File: config.mk
export PLATFORM = sky130hd
export DESIGN_NAME = led_mode_sequencer
export DESIGN_NICKNAME = d
export VERILOG_FILES = /design/src/rtl/led_pkg.sv /design/src/rtl/led_mode_sequencer_btn_debounce.sv /design/src/rtl/led_mode_sequencer.sv
export SDC_FILE = /design/constraint.sdc
export NUM_CORES = 1
export LEC_CHECK = 0
export BUFFER_PORTS_ARGS = -buffer_cell sky130_fd_sc_hd__buf_4
export CORE_MARGIN = 2
export CORE_UTILIZATION = 55
export CTS_CLUSTER_SIZE = 30
export DETAILED_ROUTE_END_ITERATION = 16
export GPL_ROUTABILITY_DRIVEN = 0
export PLACE_DENSITY = 0.72
export SYNTH_ARGS = -nofsm -noshare
export SYNTH_HDL_FRONTEND = slang
export SYNTH_SLANG_ARGS = --single-unit
File: constraint.sdc
create_clock -name clk -period 4.72 [get_ports clk]
set_clock_uncertainty 0.2 [all_clocks]
set_input_delay 0.944 -clock clk [delete_from_list [all_inputs] [get_ports clk]]
set_output_delay 0.944 -clock clk [all_outputs]
set_load 0.02 [all_outputs]
File: src/rtl/led_pkg.sv
// Shared definitions for the LED mode path.
// Holds the number of display modes, the width of the mode code and a named
// constant for each mode code. The mode sequencer and the mode decoder both
// import this package so the two sides always agree on the encoding.
`timescale 1ns/1ps
package led_pkg;

  localparam int NUM_MODES = 6;
  localparam int CHOOSER_W = 3;

  localparam logic [CHOOSER_W-1:0] MODE_0 = 3'd0;
  localparam logic [CHOOSER_W-1:0] MODE_1 = 3'd1;
  localparam logic [CHOOSER_W-1:0] MODE_2 = 3'd2;
  localparam logic [CHOOSER_W-1:0] MODE_3 = 3'd3;
  localparam logic [CHOOSER_W-1:0] MODE_4 = 3'd4;
  localparam logic [CHOOSER_W-1:0] MODE_5 = 3'd5;

endpackage

File: src/rtl/led_mode_sequencer_btn_debounce.sv
// btn_debounce: conditions one raw push-button.
// A 2-flop synchroniser brings the raw level into the clk domain. The
// debounced level follows the synced level only after the two have differed
// for DB_CYCLES consecutive cycles; any agreeing cycle restarts the count.
// A registered one-cycle press pulse marks each 0->1 change of the debounced
// level. Release gives no pulse, and a held button gives exactly one.
//
// Ports:
//   clk      in   system clock, rising edge
//   rst_n    in   asynchronous active-low reset
//   btn_raw  in   raw button level, active-high, asynchronous to clk
//   press    out  one-cycle pulse when the debounced level rises
`timescale 1ns/1ps
module btn_debounce #(
  parameter int DB_CYCLES = 500000
) (
  input  logic clk,
  input  logic rst_n,
  input  logic btn_raw,
  output logic press
);

  // One extra state so the counter is at least one bit wide even for DB_CYCLES=1.
  localparam int CNT_W = $clog2(DB_CYCLES + 1);
  localparam logic [CNT_W-1:0] DB_LAST = CNT_W'(DB_CYCLES - 1);

  logic             sync_meta;
  logic             sync_level;
  logic             db_level;
  logic [CNT_W-1:0] db_cnt;

  always_ff @(posedge clk or negedge rst_n) begin
    if (!rst_n) begin
      sync_meta  <= 1'b0;
      sync_level <= 1'b0;
      db_level   <= 1'b0;
      db_cnt     <= '0;
      press      <= 1'b0;
    end else begin
      sync_meta  <= btn_raw;
      sync_level <= sync_meta;
      press      <= 1'b0;
      if (sync_level == db_level) begin
        db_cnt <= '0;
      end else if (db_cnt == DB_LAST) begin
        // This is the DB_CYCLES-th consecutive differing cycle: accept the level.
        db_cnt   <= '0;
        db_level <= sync_level;
        press    <= sync_level;
      end else begin
        db_cnt <= db_cnt + CNT_W'(1);
      end
    end
  end

endmodule

File: src/rtl/led_mode_sequencer.sv
// led_mode_sequencer: owns the display mode code for the LED driver.
// Two debounced buttons step the mode up (next) or down (prev); with auto_en
// high a dwell counter also steps it up every DWELL_CYCLES cycles. The code
// wraps explicitly inside 0..NUM_MODES-1.
//
// Ports:
//   clk          in   system clock, rising edge
//   rst_n        in   asynchronous active-low reset
//   btn_next     in   raw "next" button, active-high, asynchronous
//   btn_prev     in   raw "prev" button, active-high, asynchronous
//   auto_en      in   synchronous level, 1 enables auto-cycling
//   chooser      out  registered mode code to the mode decoder
//   mode_change  out  one-cycle pulse in the cycle chooser takes a new value
//
// Update priority each cycle: both events (ignored), next, prev, auto tick.
// Any manual event restarts the dwell period; a tick that coincides with a
// manual event is dropped.
`timescale 1ns/1ps
module led_mode_sequencer #(
  parameter int NUM_MODES    = led_pkg::NUM_MODES,
  parameter int CHOOSER_W    = led_pkg::CHOOSER_W,
  parameter int DB_CYCLES    = 500000,
  parameter int DWELL_CYCLES = 50000000
) (
  input  logic                 clk,
  input  logic                 rst_n,
  input  logic                 btn_next,
  input  logic                 btn_prev,
  input  logic                 auto_en,
  output logic [CHOOSER_W-1:0] chooser,
  output logic                 mode_change
);

  localparam logic [CHOOSER_W-1:0] FIRST_MODE = CHOOSER_W'(led_pkg::MODE_0);
  localparam logic [CHOOSER_W-1:0] LAST_MODE  = CHOOSER_W'(NUM_MODES - 1);
  localparam int                   DW_W       = $clog2(DWELL_CYCLES + 1);
  localparam logic [DW_W-1:0]      DWELL_LAST = DW_W'(DWELL_CYCLES - 1);

  logic                 next_evt;
  logic                 prev_evt;
  logic                 manual_evt;
  logic                 auto_tick;
  logic [DW_W-1:0]      dwell_cnt;
  logic [DW_W-1:0]      dwell_nxt;
  logic [CHOOSER_W-1:0] chooser_nxt;
  logic [CHOOSER_W-1:0] chooser_inc;
  logic [CHOOSER_W-1:0] chooser_dec;

  btn_debounce #(.DB_CYCLES(DB_CYCLES)) u_db_next (
    .clk     (clk),
    .rst_n   (rst_n),
    .btn_raw (btn_next),
    .press   (next_evt)
  );

  btn_debounce #(.DB_CYCLES(DB_CYCLES)) u_db_prev (
    .clk     (clk),
    .rst_n   (rst_n),
    .btn_raw (btn_prev),
    .press   (prev_evt)
  );

  assign manual_evt = next_evt | prev_evt;
  assign auto_tick  = auto_en && (dwell_cnt == DWELL_LAST);

  // Explicit wrap so codes NUM_MODES..2^CHOOSER_W-1 are never produced.
  assign chooser_inc = (chooser == LAST_MODE)  ? FIRST_MODE : chooser + CHOOSER_W'(1);
  assign chooser_dec = (chooser == FIRST_MODE) ? LAST_MODE  : chooser - CHOOSER_W'(1);

  always_comb begin
    chooser_nxt = chooser;
    if (next_evt && prev_evt) begin
      chooser_nxt = chooser;
    end else if (next_evt) begin
      chooser_nxt = chooser_inc;
    end else if (prev_evt) begin
      chooser_nxt = chooser_dec;
    end else if (auto_tick) begin
      chooser_nxt = chooser_inc;
    end
  end

  // Counter restarts on disable, on any manual event and after each tick.
  always_comb begin
    dwell_nxt = dwell_cnt + DW_W'(1);
    if (!auto_en || manual_evt || auto_tick) begin
      dwell_nxt = '0;
    end
  end

  always_ff @(posedge clk or negedge rst_n) begin
    if (!rst_n) begin
      chooser     <= FIRST_MODE;
      mode_change <= 1'b0;
      dwell_cnt   <= '0;
    end else begin
      chooser     <= chooser_nxt;
      mode_change <= (chooser_nxt != chooser);
      dwell_cnt   <= dwell_nxt;
    end
  end

endmodule
-- Yosys cells after proc, flatten, opt, wreduce, memory -nomap -nowiden
Index checks and enable logic that the tools add are counted.
- input bits: 5
- word-level logic and storage cells: 51
- bits in registers: 76
- reductions and logical operators: 8
- add/subtract/negate cells: 5
- bitwise operators: 3
- mux-type cells: 15
- equality and inequality tests: 7
- operators by type and width (kind ; number):
    $mux 19 ; 4
    $add 19x1->19 const B ; 2
    $eq 19x19->1 const B ; 2
    $add 26x1->26 const B ; 1
    $eq 26x26->1 const B ; 1
    $mux 26 ; 1
    $mux 3 ; 6
    $mux 1 ; 4
    $reduce_and 2->1 ; 2
    $add 3x1->3 const B ; 1
    $eq 3x3->1 const B ; 1
    $logic_not 3->1 ; 1
    $ne 3x3->1 ; 1
    $sub 3x1->3 const B ; 1
    $eq 1x1->1 ; 2
    $logic_and 1x1->1 ; 2
    $logic_or 1x1->1 ; 2
    $not 1->1 ; 2
    $logic_not 1->1 ; 1
    $or 1x1->1 ; 1

-- Depth between registers and ports, before layout
Gate-level depths: netlist (run 1).
- depth in word-level cells: 7
- gate-level depth with buffers: 7
- mapped depth without buffers: 6

-- Cells and area by module
From an unflattened synthesis (run 1), not the netlist that was laid out.
- cell total of the unflattened synthesis: 413
- area total of the unflattened synthesis: 3987.6 sq um
- modules (own cells, without submodules) (module ; cells an instance ; area each (sq um) ; instances ; seq. area each (sq um)):
    btn_debounce ; 110 ; 1118.6 ; 2 ; 575.6
    led_mode_sequencer ; 193 ; 1750.4 ; 1 ; 750.7

-- Worst setup path after synthesis (run 1)
Ideal clock, no wire load.
- path kind: input port to flip-flop
- start point: in auto_en
- end point: reg dwell_cnt[10]
- data required time: 4.401 ns
- buffers on the path: 1
- path slack: 2.542 ns
- stages on the path: 5
- setup time: 0.119 ns
- data arrival time: 1.860 ns
- path through: nand3_1 o41a_4 nand3b_4 buf_4 nor2_1
- word-level cells in the longest chain between the ends: 4
- elaborated cells on any way between the ends: 5
- RTL lines (item ; RTL line ; RTL):
    start, declared ; led_mode_sequencer.sv:29 ; input logic auto_en,
    $logic_not 1->1 ; led_mode_sequencer.sv:86 ; if (!auto_en || manual_evt || auto_tick) begin
    $logic_or 1x1->1 ; led_mode_sequencer.sv:86 ;
    $logic_or 1x1->1 (*) ; led_mode_sequencer.sv:86 ;
    $mux 26 (*) ; led_mode_sequencer.sv:86 ;
    via dwell_nxt[10] ; led_mode_sequencer.sv:44 ; logic [DW_W-1:0] dwell_nxt;
    end signal, assigned ; led_mode_sequencer.sv:99 ; dwell_cnt <= dwell_nxt;
    end, declared ; led_mode_sequencer.sv:43 ; logic [DW_W-1:0] dwell_cnt;
Mark *: on every way through the listed nets, which the timed path passes. The rest lies on a longest branch.
A chain may end at the register's enable or synchronous reset.

-- Worst setup path after layout (run 1)
- start point: reg dwell_cnt[0]
- end point: reg dwell_cnt[10]
- word-level cells in the longest chain between the ends: 4
- elaborated cells on any way between the ends: 5
- RTL lines (item ; RTL line):
    parallel branches: the longest is 3 deep, another holds $add 26x1->26 ; n/a
    $mux 26 (*) ; led_mode_sequencer.sv:86
    via dwell_nxt[10] ; led_mode_sequencer.sv:44
Mark *: on every way through the listed nets, which the timed path passes.

==> flow_summary.toml, run 1 <==
[status]
status = "finished clean"

[clock_network]
cts_resized = 0
clk_latency_ns = 0.35
clockBufferDepth = 2
cts-buffers-inserted = 9
clock-sinks = 76
postCtsSetupBuffers = 0
ctsHtreeMaxLevel = 3
root_buffer = "clkbuf_8"
path_clk_slew_ns = 0.08
cts_hold_buf = 0
tritoncts = "yes"

[yosys]
synth_mux_area_frac = 0.01511
synth.net_count = 366
synthSimpleGateAreaFrac = 0.2737
synth.avg_cell_area_um2 = 10.18
ys_seq_area_frac = 0.5220
synth_xor_area_frac = 0.1466
synth_seq_cells = 76
ys_types = 40
synthesis.area_um2 = 3643
synth_top_cell_by_area = "dfrtp_1"
netlist_instances = 358
synth_compound_area_frac = 0.01683
synth_warnings = 0
synth_top_family_by_area = "simple AND/OR/NAND/NOR gates"
synth-adder-area-share = 0.01030
synth_top_area_frac = 0.5220
synth_area_leaders = "dfrtp_1, xor2_1, nor2_1"

[layout]
drive_gt1_frac = 0.09574
area_growth_pct = 9.753
nets = 379
diodes = 0
utilization = 0.6262

[pwr]
power_mw = 1.267
p_leak_nw = 1.761
p_per_area_nw_per_um2 = 316.9
ir_drop_v = 0.0001873

[setup_path]
reg2reg_depth = 6
crit_chain = "ha_1 > nand3_2 > or2_4 > o41a_4 > nand3b_4 > nor2_1"
ff2ff_setup_slack_ns = 2.48
r2r-start = "dwell_cnt[0]$_DFF_PN0_"
start_kind = "flip-flop"
cp_max_fo = 25
cp_slowest_cell = "o41a_4"
cp.arrival_ns = 2.26
slowest_delay_ns = 0.47
critPathCaptureType = "flip-flop"
cpLargestDelayFamily = "simple AND/OR/NAND/NOR gates"
reg2reg_to = "dwell_cnt[10]$_DFF_PN0_"
critical_path_required_ns = 4.75
path_class = "reg2reg"
crit_buf_inv = 0

[timing]
max_freq_mhz = 447.2
maxSlewHeadroom = 0.3933
rsz0062_at_grt = "false"
slew_viol_final = 0
fin_crit_sh = 0.4737
worst_pin_slew_ns = 0.9101
final.min_clock_period_ns = 2.236
setup-tns-final_ns = 0
setup_viol = 0
hold_viol = 0
whs_ns = 0.1552

[global_routing]
grt_start_max_net_pins = 77
grt_pass1_vias = 2460
grt_pass1_wl_um = 11130
grt.overflow.total = 0
antenna_found_initial = 0
grt.total_usage = 0.1933

[floorplanning]
rows = 29
fp.dieW_um = 85.39
ios = 9
dieArea_um2 = 7291
initial_utilization = 0.5705
die_h_um = 85.39
core_area_um2 = 6386

[place]
hpwlAfterDp_um = 4034
numPortBuffers = 8

[route]
finalWirelength_um = 6265
viasPerCell = 5.521
drtIter0Drc = 174
detail-route-antenna-nets = 0
first_pass_iters = 4
vias = 2501
drc_errors = 0
wl_per_cell_um = 13.83

[hold_path]
min_to = "u_db_prev.sync_level$_DFF_PN0_"
hold_depth = 0
hp-start = "u_db_prev.sync_meta$_DFF_PN0_"
hold_path_class = "reg2reg"

[run]
maxCapViolCount = 0
## placed cells by master (no fill, tap or decap), types with 2 or more instances in the layout
master / Yosys / final
nand2b_1: 2 / 2
buf_4: 2 / 8
and4_1: 4 / 4
nor3_1: 5 / 5
bufinv_16: 0 / 2
xor2_1: 41 / 41
nor4_1: 11 / 11
and3_1: 6 / 6
and2_1: 3 / 3
inv_1: 6 / 6
nand3_1: 27 / 27
ha_1: 3 / 3
nand4_1: 19 / 19
and4_4: 2 / 2
nand2_1: 22 / 22
nor2_1: 80 / 80
clkbuf_8: 0 / 11
mux2_2: 2 / 2
and3b_1: 3 / 3
dfrtp_1: 76 / 76
o21ai_0: 2 / 2
xnor2_1: 20 / 20
## sequential cells by signal, indices dropped and copies added (netlist names), 3 cells and up
register,flops
u_db_next.db_cnt,19
dwell_cnt,26
chooser,3
u_db_prev.db_cnt,19
## cell usage after synthesis
library cell / instances
nand3_1: 27
nand3b_4: 1
o41a_4: 1
nand2b_1: 2
xor2_1: 41
clkbuf_1: 1
mux2i_4: 1
a22o_1: 1
nand2_1: 22
or4_1: 1
mux2i_1: 1
o211ai_1: 1
nor4_1: 11
mux2_2: 2
or2_4: 1
and4_4: 2
nor2_1: 80
and3_1: 6
nand3_2: 1
a21oi_1: 1
dfrtp_1: 76
ha_1: 3
nand4_1: 19
and2_1: 3
and4b_2: 1
a32oi_1: 1
o21ai_0: 2
nor3_1: 5
or3_1: 1
nor4b_1: 1
or2_2: 1
and4_1: 4
and3b_1: 3
nor3b_1: 1
nor2b_1: 1
inv_1: 6
buf_4: 2
xnor2_1: 20
nand4_4: 1
buf_2: 3
## worst max path at each step
stage	start	endpoint	cells past startpoint
floorplan	auto_en	dwell_cnt[10]$_DFF_PN0_	5
global placement	auto_en	dwell_cnt[9]$_DFF_PN0_	5
detailed placement	auto_en	dwell_cnt[10]$_DFF_PN0_	5
CTS	dwell_cnt[0]$_DFF_PN0_	dwell_cnt[10]$_DFF_PN0_	6
global route	u_db_prev.db_cnt[0]$_DFF_PN0_	u_db_prev.db_cnt[4]$_DFF_PN0_	6
finish	dwell_cnt[0]$_DFF_PN0_	dwell_cnt[10]$_DFF_PN0_	6
## report_power, final
part	leakage [nW]	total (mW)	internal (mW)	switching (mW)
Sequential	1.03	0.666	0.659	0.00719
Clock	0.116	0.566	0.327	0.238
Combinational	0.615	0.0355	0.00984	0.0257
## kinds of logic after synthesis
group,Yosys count
simple gates,195
flops,76
xor+xnor,61
buf+inv,12
compound gates,7
mux,4
fa+ha+maj,3
## final cells by class
| type | count | area, µm² |
|---|---|---|
| fill | 526 | 2387 |
| sequential | 76 | 1902 |
| multi-input combinational | 270 | 1685 |
| clock buffer | 11 | 151.4 |
| tap | 77 | 96.34 |
| clock inverter | 5 | 81.33 |
| timing repair buffer | 8 | 60.06 |
| inverter | 6 | 22.52 |
## metal layers
metal	track usage	routed length, µm	up-vias
met5	0	0	-
met3	0.03794	162	13
li1	-	-	1246
met2	0.2912	2798	28
met4	0.09812	142	0
met1	0.2671	3162	1214
## through the flow
stage,setup WS (ns),cells,cell area (µm²)
final,2.484,453,3999
after global routing,2.197,453,3999
after CTS,2.452,453,3999
after detailed placement,2.301,437,3766
after global placement,2.359,437,3766
after floorplan,2.542,358,3643
Power figures use the tool's default switching activity.
==> inputs of run 2 (changes only) <==
--- a/config.mk
+++ b/config.mk
@@ -5,13 +5,14 @@
 export SDC_FILE = /design/constraint.sdc
 export NUM_CORES = 1
 export LEC_CHECK = 0
+export ABC_AREA = 1
 export BUFFER_PORTS_ARGS = -buffer_cell sky130_fd_sc_hd__buf_4
 export CORE_MARGIN = 2
 export CORE_UTILIZATION = 55
 export CTS_CLUSTER_SIZE = 30
 export DETAILED_ROUTE_END_ITERATION = 16
 export GPL_ROUTABILITY_DRIVEN = 0
-export PLACE_DENSITY = 0.72
+export PLACE_DENSITY = 0.71
 export SYNTH_ARGS = -nofsm -noshare
 export SYNTH_HDL_FRONTEND = slang
 export SYNTH_SLANG_ARGS = --single-unit
==> constraint.sdc (replaced) <==
create_clock -name clk -period 2.12 [get_ports clk]
set_clock_uncertainty 0.2 [all_clocks]
set_input_delay 0.424 -clock clk [delete_from_list [all_inputs] [get_ports clk]]
set_output_delay 0.424 -clock clk [all_outputs]
set_load 0.02 [all_outputs]
==> run 2 against run 1 <==
Effect of this change:
- global-route usage rose by 1.2 points
- clock power is 73% higher
- sequential power is 120% higher
- utilization grew 1.2 points
- sequential cell count is the same
- wire length is 24% higher
- final cell count grew 37%
- fmax grew 8.7%
- via count is 27% higher
- synthesized area grew 11%
- critical path type unchanged
- largest cell class is now multi-input gates
- largest power group unchanged
==> flow_summary.toml, run 2 <==
[status]
status = "finished clean"

[run]
maxCapViolCount = 0

[route]
detail-route-antenna-nets = 0
top_layer = "met4"
route.met2.wl_um = 3736
drtIter0Drc = 110
finalWirelength_um = 7789
wl_met1_um = 3693
wl_per_cell_um = 12.56
vias = 3177
viasPerCell = 5.124
met3_length_um = 193
first_pass_iters = 4
drc_errors = 0

[hold_path]
min_to = "u_db_prev.sync_level$_DFF_PN0_"
hold_path_class = "reg2reg"
hp-start = "u_db_prev.sync_meta$_DFF_PN0_"
hold_depth = 0

[clock_network]
path_clk_slew_ns = 0.07
clockBufferDepth = 2
ctsHtreeMaxLevel = 3
root_buffer = "clkbuf_8"
tritoncts = "yes"
clock-sinks = 76
clk_latency_ns = 0.33
cts-buffers-inserted = 9

[timing]
maxSlewHeadroom = 0.7042
max_freq_mhz = 486.1
setup_viol = 0
fin_crit_sh = 0.9703
rsz0062_at_grt = "true"
worst_pin_slew_ns = 0.4397
final.min_clock_period_ns = 2.057
slew_viol_final = 0
hold_viol = 0

[yosys]
yosysMostFrequentCell = "nand2_1"
synth_top_family_by_area = "simple AND/OR/NAND/NOR gates"
synth_seq_cells = 76
synth_top_area_frac = 0.4693
ys_async_sr_fraction = 1.000
synthesis.area_um2 = 4053
netlist_instances = 483
synth.net_count = 491
synth.avg_cell_area_um2 = 8.391
synth_edf_count = 0
ys_seq_area_frac = 0.4693
synth-adder-area-share = 0.009262
synth_area_leaders = "dfrtp_1, nand2_1, nor2_1"
synth_top_cell_by_area = "dfrtp_1"
synth_xor_area_frac = 0.03674
synth_ff_type = "dfrtp_1"
synthTopCellsByCount = "nand2_1, dfrtp_1, nor2_1"
synthSimpleGateAreaFrac = 0.3334
ys_types = 37
synth_warnings = 0
synth_compound_area_frac = 0.08768
synth_mux_area_frac = 0

[layout]
area_growth_pct = 13.03
nets = 525
final_common_cell = "nand2_1"
fillers = 598
multi_input_area_um2 = 1927
largest_reg_flops = 26
seqCellArea_um2 = 1902
largestRegisters = "dwell_cnt: 26 flops, u_db_next.db_cnt: 19 flops, u_db_prev.db_cnt: 19 flops"
regMostFlops = "dwell_cnt"
drive_gt1_frac = 0.1747
finalInstanceArea_um2 = 4581
final_cell_mix = "nand2_1, dfrtp_1, nor2_1, inv_1, a21oi_1"
utilization = 0.6384
diodes = 0

[floorplanning]
rows = 31
core_area_um2 = 7176
die_h_um = 89.84
ios = 9
dieArea_um2 = 8071
initial_utilization = 0.5648
fp.dieW_um = 89.84

[setup_path]
start_kind = "flip-flop"
cp_max_fo = 4
reg2reg_to = "u_db_prev.db_cnt[18]$_DFF_PN0_"
reg2reg_depth = 11
ff2ff_setup_slack_ns = 0.06
r2r-start = "u_db_prev.db_cnt[0]$_DFF_PN0_"
critPathCaptureType = "flip-flop"
critical_path_required_ns = 2.14
cp.arrival_ns = 2.08
path_class = "reg2reg"

[place]
numPortBuffers = 8
place_area_um2 = 4310
hpwlAfterDp_um = 5775

[global_routing]
grt.overflow.total = 0
grt_pass1_wl_um = 13590
antenna_found_initial = 0
grt_pass1_vias = 3051
grt_start_max_net_pins = 30
grt.total_usage = 0.2054

[pwr]
ir_drop_v = 0.0003224
p_per_area_nw_per_um2 = 560.8
p_leak_nw = 2.101
## run 2: cell types whose count changed after synthesis, moves of 7 or more
cell,previous run,this run
nand2_1,22,85
nand4_1,19,12
inv_1,6,55
inv_2,0,9
nor2_1,80,71
nand3_1,27,15
a21oi_1,1,37
xor2_1,41,11
nand3_2,1,9
nor3_1,5,20
a211oi_1,0,7
xnor2_1,20,6
nor2_4,0,15
o21ai_0,2,16
## run 2: cell families (layout without fill, tap and decap cells)
family / Yosys count / in the layout
and+or+nand+nor: 254 / 254
DFF: 76 / 76
buffers and inverters: 68 / 106
AOI/OAI and AO/OA: 65 / 65
xor gates and xnor gates: 17 / 17
adders and majority gates: 3 / 3
## run 2: critical path, stage by stage (launching register included)
cell      delay, ns
dfrtp_1        0.37
ha_2           0.21
nand3_2        0.12
nor2_4         0.14
inv_2          0.07
nor2_4         0.17
nand3_4        0.10
nor2_4         0.18
nand3b_4       0.11
nor2_4         0.09
nand2_1        0.04
nor3b_2        0.14
## run 2: worst max path at each step
stage / startpoint / to / depth (start not counted)
floorplan: dwell_cnt[0]$_DFF_PN0_ / dwell_cnt[22]$_DFF_PN0_ / 12
global placement: u_db_prev.db_cnt[0]$_DFF_PN0_ / u_db_prev.db_cnt[14]$_DFF_PN0_ / 8
detailed placement: u_db_prev.db_cnt[0]$_DFF_PN0_ / u_db_prev.db_cnt[14]$_DFF_PN0_ / 8
CTS: u_db_prev.db_cnt[0]$_DFF_PN0_ / u_db_prev.db_cnt[14]$_DFF_PN0_ / 8
global route: u_db_prev.db_cnt[0]$_DFF_PN0_ / u_db_prev.db_cnt[18]$_DFF_PN0_ / 11
finish: u_db_prev.db_cnt[0]$_DFF_PN0_ / u_db_prev.db_cnt[18]$_DFF_PN0_ / 11
## run 2: per-layer routing
metal,global-route usage,vias to the layer above
met2,0.3384,41
met4,0.07692,0
li1,-,1640
met3,0.04191,16
met5,0,-
met1,0.2703,1480
## run 2: area by class of cell
cell class / instances / share of cell area
inverter: 65 / 0.05326
multi-input combinational: 339 / 0.4207
clock buffer: 13 / 0.03469
timing repair buffer: 26 / 0.04698
sequential: 76 / 0.4152
clock inverter: 2 / 0.002185
tap: 99 / 0.02704
## run 2: timing repair
action | 4_1_cts | 5_1_grt
setup buffers | 0 | 5
hold buffers | 3 | 0
endpoints found under the hold margin | 28 | 0
gates resized for setup | 0 | 8
endpoints found under the setup margin | 0 | 16
## run 2: metrics by stage
| stage | setup WS (ns) | hold slack, ns | power [mW] | cells | TNS, ns |
|---|---|---|---|---|---|
| finish | 0.06298 | 0.1685 | 2.569 | 620 | 0 |
| global route | -0.07725 | 0.1691 | 2.677 | 620 | -0.1529 |
| floorplan | 0.2575 | -0.07159 | 1.551 | 483 | 0 |
| global placement | 0.1215 | 0.1352 | 1.612 | 597 | 0 |
| CTS | 0.08770 | 0.1674 | 2.594 | 615 | 0 |
| detailed placement | 0.1124 | 0.1504 | 1.615 | 597 | 0 |
## run 2: power breakdown
part	switching [mW]	internal, mW	total [mW]
logic	0.0713	0.0385	0.110
clock network	0.499	0.481	0.979
registers	0.0134	1.47	1.48
==> inputs of run 3 (changes only) <==
--- a/config.mk
+++ b/config.mk
@@ -7,6 +7,7 @@
 export LEC_CHECK = 0
 export ABC_AREA = 1
 export BUFFER_PORTS_ARGS = -buffer_cell sky130_fd_sc_hd__buf_4
+export CORE_ASPECT_RATIO = 0.75
 export CORE_MARGIN = 2
 export CORE_UTILIZATION = 55
 export CTS_CLUSTER_SIZE = 30
==> run 3 against run 2 <==
Effect of this change:
- utilization up 1.7 points
- setup slack better by 0.055 ns
- non-clock buffer count up 8
- final cell count up 1.8%
- fmax up 2.8%
- register-to-register slack better by 0.06 ns
- sequential power about the same
- largest cell class unchanged
- critical path depth up 1
- total power up 5.1%
- combinational power up 5%
- worst hold slack worse by 0.015 ns
==> flow_summary.toml, run 3 (same netlist as run 2, synthesis figures left out) <==
[setup_path]
slowest_delay_ns = 0.39
path_class = "reg2reg"
cp.arrival_ns = 2.05
critPathCaptureType = "flip-flop"
start_kind = "flip-flop"
critical_path_required_ns = 2.16
ff2ff_setup_slack_ns = 0.12
cp_max_fo = 5
cp_slowest_cell = "dfrtp_1"
crit_chain = "ha_2 > nand2_2 > inv_2 > nand2_4 > nor3_4 > nand3_2 > nor2_4 > nand3_4 > nor2_4 > nand2_2 > nor2_2 > nor2_1"

[global_routing]
grt_start_max_net_pins = 42
grt.overflow.total = 0
grt_pass1_vias = 3145
grt_pass1_wl_um = 14210
antenna_found_initial = 0
grt.total_usage = 0.2244

[route]
finalWirelength_um = 8310
drc_errors = 0
detail-route-antenna-nets = 0
first_pass_iters = 5
vias = 3351
drtIter0Drc = 213
viasPerCell = 5.311
wl_per_cell_um = 13.17

[layout]
nets = 533
final_common_cell = "nand2_1"
fillers = 610
diodes = 0
regMostFlops = "dwell_cnt"
area_growth_pct = 16.92
seqCellArea_um2 = 1902
drive_gt1_frac = 0.2113
instances_no_fill = 631
largestRegisters = "dwell_cnt: 26 flops, u_db_next.db_cnt: 19 flops, u_db_prev.db_cnt: 19 flops"
multi_input_area_um2 = 1991
final_cell_mix = "nand2_1, dfrtp_1, nor2_1, inv_1, a21oi_1"
largest_reg_flops = 26

[hold_path]
hold_path_class = "reg2reg"

[timing]
worst_pin_slew_ns = 0.4309
final.min_clock_period_ns = 2.002
maxSlewHeadroom = 0.7127
setup_viol = 0
rsz0062_at_grt = "true"
fin_crit_sh = 0.9442
layout_setup_ws_ns = 0.1183
max_freq_mhz = 499.6
hold_viol = 0
slew_viol_final = 0

[clock_network]
clockBufferDepth = 2
ctsHtreeMaxLevel = 3
tritoncts = "yes"
clock-sinks = 76
path_clk_slew_ns = 0.08
cts-buffers-inserted = 9
root_buffer = "clkbuf_8"
clk_latency_ns = 0.35

[pwr]
p_per_area_nw_per_um2 = 569.7
power_mw = 2.699
ir_drop_v = 0.0005370
p_leak_nw = 2.160

[floorplanning]
rows = 27
fp.dieW_um = 103.1
ios = 9
core_area_um2 = 7229
die_h_um = 78.34
dieArea_um2 = 8078
initial_utilization = 0.5606

[status]
status = "finished clean"

[place]
hpwlAfterDp_um = 5827
numPortBuffers = 8
place_inst = 599
dp_slack_ns = 0.1200

[run]
maxCapViolCount = 0
## run 3: metal layers
| layer | up-vias | global-route usage | part of all wire |
|---|---|---|---|
| met2 | 82 | 0.3318 | 0.45 |
| met3 | 8 | 0.06055 | 0.047 |
| met1 | 1600 | 0.3251 | 0.49 |
| met5 | - | 0 | 0 |
| met4 | 0 | 0.06447 | 0.0084 |
| li1 | 1661 | - | - |
## run 3: report_power, final
part	total [mW]	internal (mW)	switching (mW)
combinational	0.116	0.0427	0.0734
sequential	1.48	1.47	0.0148
clock	1.10	0.549	0.554
## run 3: through the flow
step	cell area (µm²)	hold WS, ns	setup TNS, ns	util
3_5_place_dp	4313	0.1363	0	0.5966
2_1_floorplan	4053	-0.07159	0	-
6_report	4738	0.1534	0	0.6554
3_3_place_gp	4313	0.1375	0	0.5966
4_1_cts	4543	0.1559	0	0.6284
5_1_grt	4738	0.1649	-0.1122	0.6554
## run 3: final timing paths
check	startpoint	to	depth (start not counted)
min in group asynchronous	rst_n	dwell_cnt[23]$_DFF_PN0_	2
hold reg to reg	u_db_next.sync_meta$_DFF_PN0_	u_db_next.sync_level$_DFF_PN0_	0
setup / recovery	dwell_cnt[0]$_DFF_PN0_	dwell_cnt[22]$_DFF_PN0_	12
max in group asynchronous	rst_n	u_db_next.db_cnt[8]$_DFF_PN0_	3
hold / removal	u_db_next.sync_meta$_DFF_PN0_	u_db_next.sync_level$_DFF_PN0_	0
setup reg to reg	dwell_cnt[0]$_DFF_PN0_	dwell_cnt[22]$_DFF_PN0_	12
## run 3: cell type report
cell class	instances	share of cell area
clock buffers	9	0.02614
clock inverters	7	0.01611
inverters	65	0.05149
multi-input cells	339	0.4201
flip-flops and latches	76	0.4014
well taps	101	0.02667
repair buffers	34	0.05809
## run 3: worst max-delay path: cells and delay by family, from the launching register on
kind                       cells  cell delay, ns
and+or+nand+nor               10            1.03
DFF                            1            0.39
adders and majority gates      1            0.20
buffers and inverters          1            0.07
## run 3: repair_timing
item	4_1_cts	5_1_grt
endpoints found under the setup margin	0	20
setup buffers	0	13
hold buffers	3	0
resized for setup	0	22
endpoints found under the hold margin	32	0
